**src/rtl/wr_sel_if.sv**
```systemverilog
// -----------------------------------------------------------------------------
// wr_sel_if
// Groups the request and select signals of wr_sel_decoder.
//
// Parameters:
//   ADDR_W    select address width. OUT_W = 2**ADDR_W select lines.
//
// Signals:
//   en        decode request, sampled each cycle       (master -> slave)
//   addr      entry index, bit 0 = LSB                  (master -> slave)
//   clr_start start a clear sweep, level-sampled        (master -> slave)
//   out       registered one-hot select, out[k]=entry k (slave -> master)
//   busy      high while a sweep is in progress         (slave -> master)
//   done      one-cycle pulse at sweep completion       (slave -> master)
//   dropped   one-cycle pulse when an en is discarded   (slave -> master)
//
// Handshake: there is no back-pressure. en is a fire-and-forget request
// that is either decoded on the next edge or discarded, in which case
// dropped pulses one cycle later. Requests are never queued.
// -----------------------------------------------------------------------------
interface wr_sel_if #(
  parameter int ADDR_W = 3
);
  localparam int OUT_W = 2 ** ADDR_W;

  logic              en;
  logic [ADDR_W-1:0] addr;
  logic              clr_start;
  logic [OUT_W-1:0]  out;
  logic              busy;
  logic              done;
  logic              dropped;

  modport master (
    output en, addr, clr_start,
    input  out, busy, done, dropped
  );

  modport slave (
    input  en, addr, clr_start,
    output out, busy, done, dropped
  );
endinterface

```
**src/rtl/wr_sel_decoder.sv**
```systemverilog
// -----------------------------------------------------------------------------
// wr_sel_decoder
// Registered N-to-2^N one-hot decoder that produces the per-entry write
// selects of the register file. It includes a clear-sweep sequencer that
// walks every entry one-hot in ascending order, HOLD cycles per entry, so
// the register file can be zeroed without datapath involvement.
//
// Parameters:
//   ADDR_W  select address width (OUT_W = 2**ADDR_W outputs)
//   HOLD    cycles each entry stays selected during a sweep, 1..255
//
// Ports:
//   clk        rising-edge clock
//   rst_n      asynchronous active-low reset
//   bus        wr_sel_if slave modport (en, addr, clr_start in;
//              out, busy, done, dropped out -- all outputs registered)
//   state_dbg  1 while the FSM is in SWEEP, 0 in IDLE
//
// Optional feature:
//   WR_SEL_ZERO_REG_PROTECT_EN  when defined, out[OUT_W-1] is forced to 0
//   in all modes (hardwired zero register). An en request for that entry is
//   dropped; a sweep still spends HOLD cycles on it with out=0.
// -----------------------------------------------------------------------------
module wr_sel_decoder #(
  parameter int ADDR_W = 3,
  parameter int HOLD   = 1
) (
  input  logic      clk,
  input  logic      rst_n,
  wr_sel_if.slave   bus,
  output logic      state_dbg
);

  localparam int OUT_W = 2 ** ADDR_W;

  localparam logic [OUT_W-1:0]  ONE       = OUT_W'(1);
  localparam logic [ADDR_W-1:0] IDX_LAST  = '1;
  localparam logic [7:0]        HOLD_LAST = 8'(HOLD - 1);

  typedef enum logic {
    IDLE  = 1'b0,
    SWEEP = 1'b1
  } state_t;

  state_t            state_q, state_d;
  logic [ADDR_W-1:0] idx_q, idx_d;
  logic [7:0]        hold_cnt_q, hold_cnt_d;
  logic [OUT_W-1:0]  out_q, out_d;
  logic              busy_q, busy_d;
  logic              done_q, done_d;
  logic              dropped_q, dropped_d;

  function automatic logic [OUT_W-1:0] one_hot(input logic [ADDR_W-1:0] a);
    one_hot = ONE << a;
  endfunction

  always_comb begin
    state_d    = state_q;
    idx_d      = idx_q;
    hold_cnt_d = hold_cnt_q;
    out_d      = '0;
    busy_d     = busy_q;
    done_d     = 1'b0;
    dropped_d  = 1'b0;

    unique case (state_q)
      IDLE: begin
        busy_d = 1'b0;
        if (bus.clr_start) begin
          // clr_start wins over en; a coincident en is discarded.
          state_d    = SWEEP;
          idx_d      = '0;
          hold_cnt_d = '0;
          out_d      = one_hot('0);
          busy_d     = 1'b1;
          dropped_d  = bus.en;
        end else if (bus.en) begin
          out_d = one_hot(bus.addr);
`ifdef WR_SEL_ZERO_REG_PROTECT_EN
          if (bus.addr == IDX_LAST) begin
            dropped_d = 1'b1;
          end
`endif
        end
      end

      SWEEP: begin
        // Any en during a sweep is discarded; clr_start is ignored.
        dropped_d = bus.en;
        if (hold_cnt_q == HOLD_LAST) begin
          hold_cnt_d = '0;
          if (idx_q == IDX_LAST) begin
            // Last slot of the last entry: leave in one edge so that done
            // and busy-low appear together.
            state_d = IDLE;
            idx_d   = '0;
            out_d   = '0;
            busy_d  = 1'b0;
            done_d  = 1'b1;
          end else begin
            idx_d = idx_q + 1'b1;
            out_d = one_hot(idx_q + 1'b1);
          end
        end else begin
          hold_cnt_d = hold_cnt_q + 8'd1;
          out_d      = one_hot(idx_q);
        end
      end

      default: begin
        state_d = IDLE;
      end
    endcase

`ifdef WR_SEL_ZERO_REG_PROTECT_EN
    // Entry OUT_W-1 is the hardwired zero register: never select it.
    out_d[OUT_W-1] = 1'b0;
`endif
  end

  always_ff @(posedge clk or negedge rst_n) begin
    if (!rst_n) begin
      state_q    <= IDLE;
      idx_q      <= '0;
      hold_cnt_q <= '0;
      out_q      <= '0;
      busy_q     <= 1'b0;
      done_q     <= 1'b0;
      dropped_q  <= 1'b0;
    end else begin
      state_q    <= state_d;
      idx_q      <= idx_d;
      hold_cnt_q <= hold_cnt_d;
      out_q      <= out_d;
      busy_q     <= busy_d;
      done_q     <= done_d;
      dropped_q  <= dropped_d;
    end
  end

  assign bus.out     = out_q;
  assign bus.busy    = busy_q;
  assign bus.done    = done_q;
  assign bus.dropped = dropped_q;
  assign state_dbg   = (state_q == SWEEP);

endmodule

```
**src/flat_wrapper.sv**
```systemverilog
// flat-port wrapper written by rule: the top's interface ports become plain ports
module wr_sel_decoder_flat 
#(
  parameter int ADDR_W = 3,
  parameter int HOLD   = 1
)
  (clk, rst_n, state_dbg, bus_en, bus_addr, bus_clr_start, bus_out, bus_busy, bus_done, bus_dropped);
  wr_sel_if #(.ADDR_W(ADDR_W)) bus_i ();
  input  logic clk;
  input  logic rst_n;
  output logic state_dbg;
  input wire logic [$bits(bus_i.en)-1:0] bus_en;
  input wire logic [$bits(bus_i.addr)-1:0] bus_addr;
  input wire logic [$bits(bus_i.clr_start)-1:0] bus_clr_start;
  output wire logic [$bits(bus_i.out)-1:0] bus_out;
  output wire logic [$bits(bus_i.busy)-1:0] bus_busy;
  output wire logic [$bits(bus_i.done)-1:0] bus_done;
  output wire logic [$bits(bus_i.dropped)-1:0] bus_dropped;
  assign bus_i.en = bus_en;
  assign bus_i.addr = bus_addr;
  assign bus_i.clr_start = bus_clr_start;
  assign bus_out = bus_i.out;
  assign bus_busy = bus_i.busy;
  assign bus_done = bus_i.done;
  assign bus_dropped = bus_i.dropped;
  wr_sel_decoder #(.ADDR_W(ADDR_W), .HOLD(HOLD)) u_core (.clk(clk), .rst_n(rst_n), .bus(bus_i), .state_dbg(state_dbg));
endmodule
```
**config.mk**
```make
export PLATFORM = sky130hd
export DESIGN_NAME = wr_sel_decoder_flat
export DESIGN_NICKNAME = d
export VERILOG_FILES = /design/src/rtl/wr_sel_if.sv /design/src/rtl/wr_sel_decoder.sv /design/src/flat_wrapper.sv
export SDC_FILE = /design/constraint.sdc
export NUM_CORES = 1
export LEC_CHECK = 0
export CAP_MARGIN = 20
export CORE_MARGIN = 2
export CORE_UTILIZATION = 53
export CTS_CLUSTER_DIAMETER = 80
export DETAILED_ROUTE_END_ITERATION = 7
export PLACE_DENSITY = 0.87
export SLEW_MARGIN = 20
export SYNTH_ARGS = -nofsm -noshare
export SYNTH_HDL_FRONTEND = slang
export SYNTH_SLANG_ARGS = --single-unit
```
**constraint.sdc**
```tcl
create_clock -name clk -period 2.04 [get_ports clk]
set_clock_uncertainty 0.2 [all_clocks]
set_input_delay 0.408 -clock clk [delete_from_list [all_inputs] [get_ports clk]]
set_output_delay 0.408 -clock clk [all_outputs]
set_load 0.1 [all_outputs]
```
After elaboration in Yosys (flattened, before gate mapping):

Index checks and enable logic that the tools add are counted.

* memory bits (writable): 0
* latch bits: 0
* output and inout port bits: 12
* flip-flop bits (word level): 23
* input port bits: 7
* memory bits (read-only): 0
* memories kept: 0

* eq/ne operators: 4
* bitwise logic cells: 1
* magnitude comparators: 0
* divide/modulo/power cells: 0
* add/subtract/negate cells: 2
* muxes and demuxes: 24
* multiply operators: 0
* shifts and indexed selects: 3
* reductions and logical operators: 3

Operator list (number)
* $mux W8: 6
* $pmux W8 S2: 2
* $shl A1 B3 Y8 const A: 3
* $mux W1: 9
* $mux W3: 3
* $add A8 B1 Y8 const B: 1
* $logic_not A8 Y1: 1
* $ne A2 B2 Y1 const B: 3
* $pmux W1 S2: 3
* $pmux W3 S2: 1
* $reduce_and A2 Y1: 2
* $add A3 B1 Y3 const B: 1
* $eq A3 B3 Y1 const B: 1
* $not A1 Y1: 1

Logic depth before layout (Yosys ltp):

* depth in word-level cells: 5
* mapped depth: 5

Least setup slack after synthesis:

Ideal clock, no wire load.

* path type: register to register
* from: reg u_core.state_q, in the netlist u_core.state_dbg
* to: reg u_core.hold_cnt_q[0]
* period minus slack after synthesis: 2.201 ns
* library setup time: 0.066 ns
* path buffers: 1
* stages on the path, launching flop included: 5
* setup slack: -0.161 ns
* data arrival time: 1.935 ns
* cell sequence: dfrtp_1 > buf_2 > inv_1 > a21oi_1 > mux2_2

* longest elaborated chain between the ends: 2
* elaborated cells between the ends (all ways): 3

Ends and longest elaborated chain
* from (decl): line wr_sel_decoder.sv:45 `state_t state_q, state_d;`
* from (signal assigned): line wr_sel_decoder.sv:131 `state_q <= state_d;`
* $not A1 Y1: line wr_sel_decoder.sv:66 `unique case (state_q)`
* $pmux W8 S2 / $ne A2 B2 Y1 (equally long branches)
* to (signal assigned): line wr_sel_decoder.sv:133 `hold_cnt_q <= hold_cnt_d;`
* to (decl): line wr_sel_decoder.sv:47 `logic [7:0] hold_cnt_q, hold_cnt_d;`

Several ways; a longest one is shown, not always the timed one.
A chain may end at the register's enable or synchronous reset.

Worst setup path after layout:

* from: reg u_core.idx_q[0]
* to: reg u_core.out_q[5], in the netlist u_core.bus.out[5]

* longest elaborated chain between the ends: 5
* elaborated cells between the ends (all ways): 7

Ends and longest elaborated chain
* from (decl): line wr_sel_decoder.sv:46 `logic [ADDR_W-1:0] idx_q, idx_d;`
* from (signal assigned): line wr_sel_decoder.sv:132 `idx_q <= idx_d;`
* $add A3 B1 Y3: line wr_sel_decoder.sv:102 `out_d = one_hot(idx_q + 1'b1);`
* $shl A1 B3 Y8: line wr_sel_decoder.sv:54 `one_hot = ONE << a;`
* $mux W8: line wr_sel_decoder.sv:92 `if (idx_q == IDX_LAST) begin`
* $mux W8 (*): line wr_sel_decoder.sv:90 `if (hold_cnt_q == HOLD_LAST) begin`
* $pmux W8 S2 (*): line wr_sel_decoder.sv:66
* net u_core.out_d[5]: line wr_sel_decoder.sv:48 `logic [OUT_W-1:0] out_q, out_d;`
* to (signal assigned): line wr_sel_decoder.sv:134 `out_q <= out_d;`
* to (decl): line wr_sel_decoder.sv:48

Mark *: on every way through the listed nets, which the timed path passes. The rest lies on a longest branch.

==> impl_results.md <==
* Status: complete, no violations
* Pleak at ~0.00075 uW
* GP Congestion at 0.950
* Slew @ Worst Pin at between 0.4 and 0.5 ns
* Commonest non-fill, non-tap cell in the layout: dfrtp_1
* Worst setup EP type: flop
* VDD IR-drop max at ~0.00096 V
* Post-Syn Area at about 1300 um^2
* First-pass detailed-route iteration total at 4
* Core area at between 2000 and 2500 um^2
* Most frequent cells in the layout: dfrtp_1, buf_12, buf_4
* Max transition margin at between 60% and 70%
* Pre-CTS WS at -0.0360 ns
* Fin crit period at approximately 1.9 ns
* Final Setup Violations at 0
* Mean routed wirelength per cell at 16.8 um
* RSZ-0062 raised after global routing: false
* Initial antenna violation count at 0
* Die Y-Extent at approximately 54 um
* Dpl hpwl at 2.17 mm
* CTS clock-pin slew for the worst setup and hold paths at ~0.13 ns
* Worst-Skew Late Latency at between 0.3 and 0.4 ns
* Seq/Total Area, Yosys at between 40 and 50%
* Post-synth EDFFs at 0
* Clk buf depth at 2
* Share of Yosys cell area claimed by the top area cell type at between 40% and 50%
* Htree depth at 1
* Max Slew Vio Count at 0
* Data arrival time of the worst path at 2.00 ns
* Synthesized area per cell at 10.8 um^2
* Clock Sinks at 23
* Syn Inst Count at approximately 120
* Layout Nets at roughly 160
* Final core utilization at between 70% and 80%
* Vias per cell at approximately 6.5
* Maxcap violations at 0
* CTS tree: done
* Top Ports at 19
* Power Dens Cells at approximately 1400 nW/um^2
* Crit Path Class: reg -> reg
* Top FF cell, synth: dfrtp_1
* First-pass GRT wire length at about 4.6 mm
* Die area at 2880 um^2
* Period utilization at a little over nine tenths
* Num CTS Buffers at 3
* Initial Util at between 50% and 60%
* Post-synth cell types at between 40 and 50
* Iter 0 DRT Violations at between 50 and 60
* CTS root buf: clkbuf_4
* Gr usage total at 22.8%
* Grt ovf at 0
* Max Clk Rate at 516 MHz
* Setup ws final at about 0.10 ns
* Mapped Nets at 135
* Area grow syn2layout at 32.4%
* Synth warnings at 0
* CP Data Required Time at 2.10 ns
* Die width at 53.6 um
* Num rows at 17
* Drt drc at 0
* Top cell type by total area after synthesis: dfrtp_1
* Layout cell share with drive strength beyond 1 at between 20 and 30%
* Total number of vias at 1144
* Worst Path Max Fanout at 6
* Final hold viol count at 0
* Diode count at 0
* Power Total at 2330 uW
* Seq cells post-synth at 23
* Vias in the first global route at approximately 1100
* I/O Buffers at 18
* Routed Antenna Nets at 0
* WL final at between 2 and 3 mm
* CP Launch Type: flop
* Largest net degree at the start of global routing at 24
* WHS at about 0.21 ns
* Hold Crit Class: in -> async
* Post-CTS setup buffer count at 0
* Area contributors post-synth: dfrtp_1, ha_1, a221o_1
* Async S/R FF share, synth at 100%
[path summary, 6_finish.rpt]
check	start	end	slack, ns	depth (start not counted)
worst min-delay path	rst_n	u_core.hold_cnt_q[6]	0.21	2
worst min register to register	u_core.bus.busy	u_core.bus.busy	0.40	1
min in group clk	u_core.bus.busy	u_core.bus.busy	0.40	1
worst max register to register	u_core.idx_q[0]	u_core.bus.out[5]	0.10	4
max in group asynchronous	rst_n	u_core.idx_q[0]	1.18	2
worst max-delay path	u_core.idx_q[0]	u_core.bus.out[5]	0.10	4
[cell type report]
| cell class | instances | area, um^2 |
|---|---|---|
| fill | 133 | 548 |
| inverter | 7 | 26.3 |
| multi-input combinational | 88 | 701 |
| clock inverter | 1 | 5.00 |
| timing repair buffer | 26 | 360 |
| sequential | 23 | 578 |
| tap | 28 | 35.0 |
| clock buffer | 3 | 22.5 |
[Yosys cell counts, types with 2 or more instances]
library cell	number
nor2_1	5
or3b_2	2
ha_1	7
nand2_1	5
inv_1	7
nand3_1	7
and2_1	5
o31ai_1	2
nor3_1	3
nor2b_1	3
a22o_1	5
o21bai_1	2
clkbuf_1	2
dfrtp_1	23
o211ai_1	2
a221o_1	7
a21o_1	2
a21oi_1	4
or4_1	3
nor4b_1	4
[flip-flops by register name, indices dropped and copies added (netlist names)]
signal and flops:
u_core.bus.busy 1, u_core.bus.out 8, u_core.state_dbg 1, u_core.hold_cnt_q 8, u_core.bus.done 1, u_core.idx_q 3
u_core.bus.dropped 1
[through the flow]
stage / std cells / setup TNS [ns] / instance area (um^2)
floorplan: 121 / 0 / 1310
global placement: 172 / -0.00842 / 1690
detailed placement: 172 / -0.0389 / 1690
CTS: 176 / 0 / 1720
global route: 176 / 0 / 1730
finish: 176 / 0 / 1730
[report_power, final]
group / total (uW) / switching (uW) / internal [uW]
Combinational: 1330 / 771 / 558
Clock: 218 / 145 / 73.6
Sequential: 786 / 188 / 598
[timing repair]
item / CTS / global route
setup endpoints to repair: 0 / 5
resized for setup: 0 / 3
hold buffers: 0 / 0
[worst max-delay path, cell delays in order, from the launching register on]
cell and delay [ns]:
dfrtp_2 0.46, ha_1 0.23, or3b_2 0.50, a211oi_4 0.29
a221o_1 0.20
[kinds of logic after synthesis]
group | Yosys count | synth area share [%]
buffers and inverters | 10 | 2.97
AOI/OAI and AO/OA | 32 | 21.0
muxes | 1 | 0.863
adders and majority gates | 7 | 6.71
and+or+nand+nor | 48 | 24.4
DFF | 23 | 44.1
[per-layer routing]
metal | GRT usage [%] | vias up | share of wire (%)
li1 | - | 519 | -
met2 | 38.5 | 64 | 50
met5 | 0 | - | 0
met4 | 13.7 | 0 | 2.9
met3 | 3.89 | 11 | 7.8
met1 | 27.2 | 550 | 40
(Power assumes the default switching activity.)
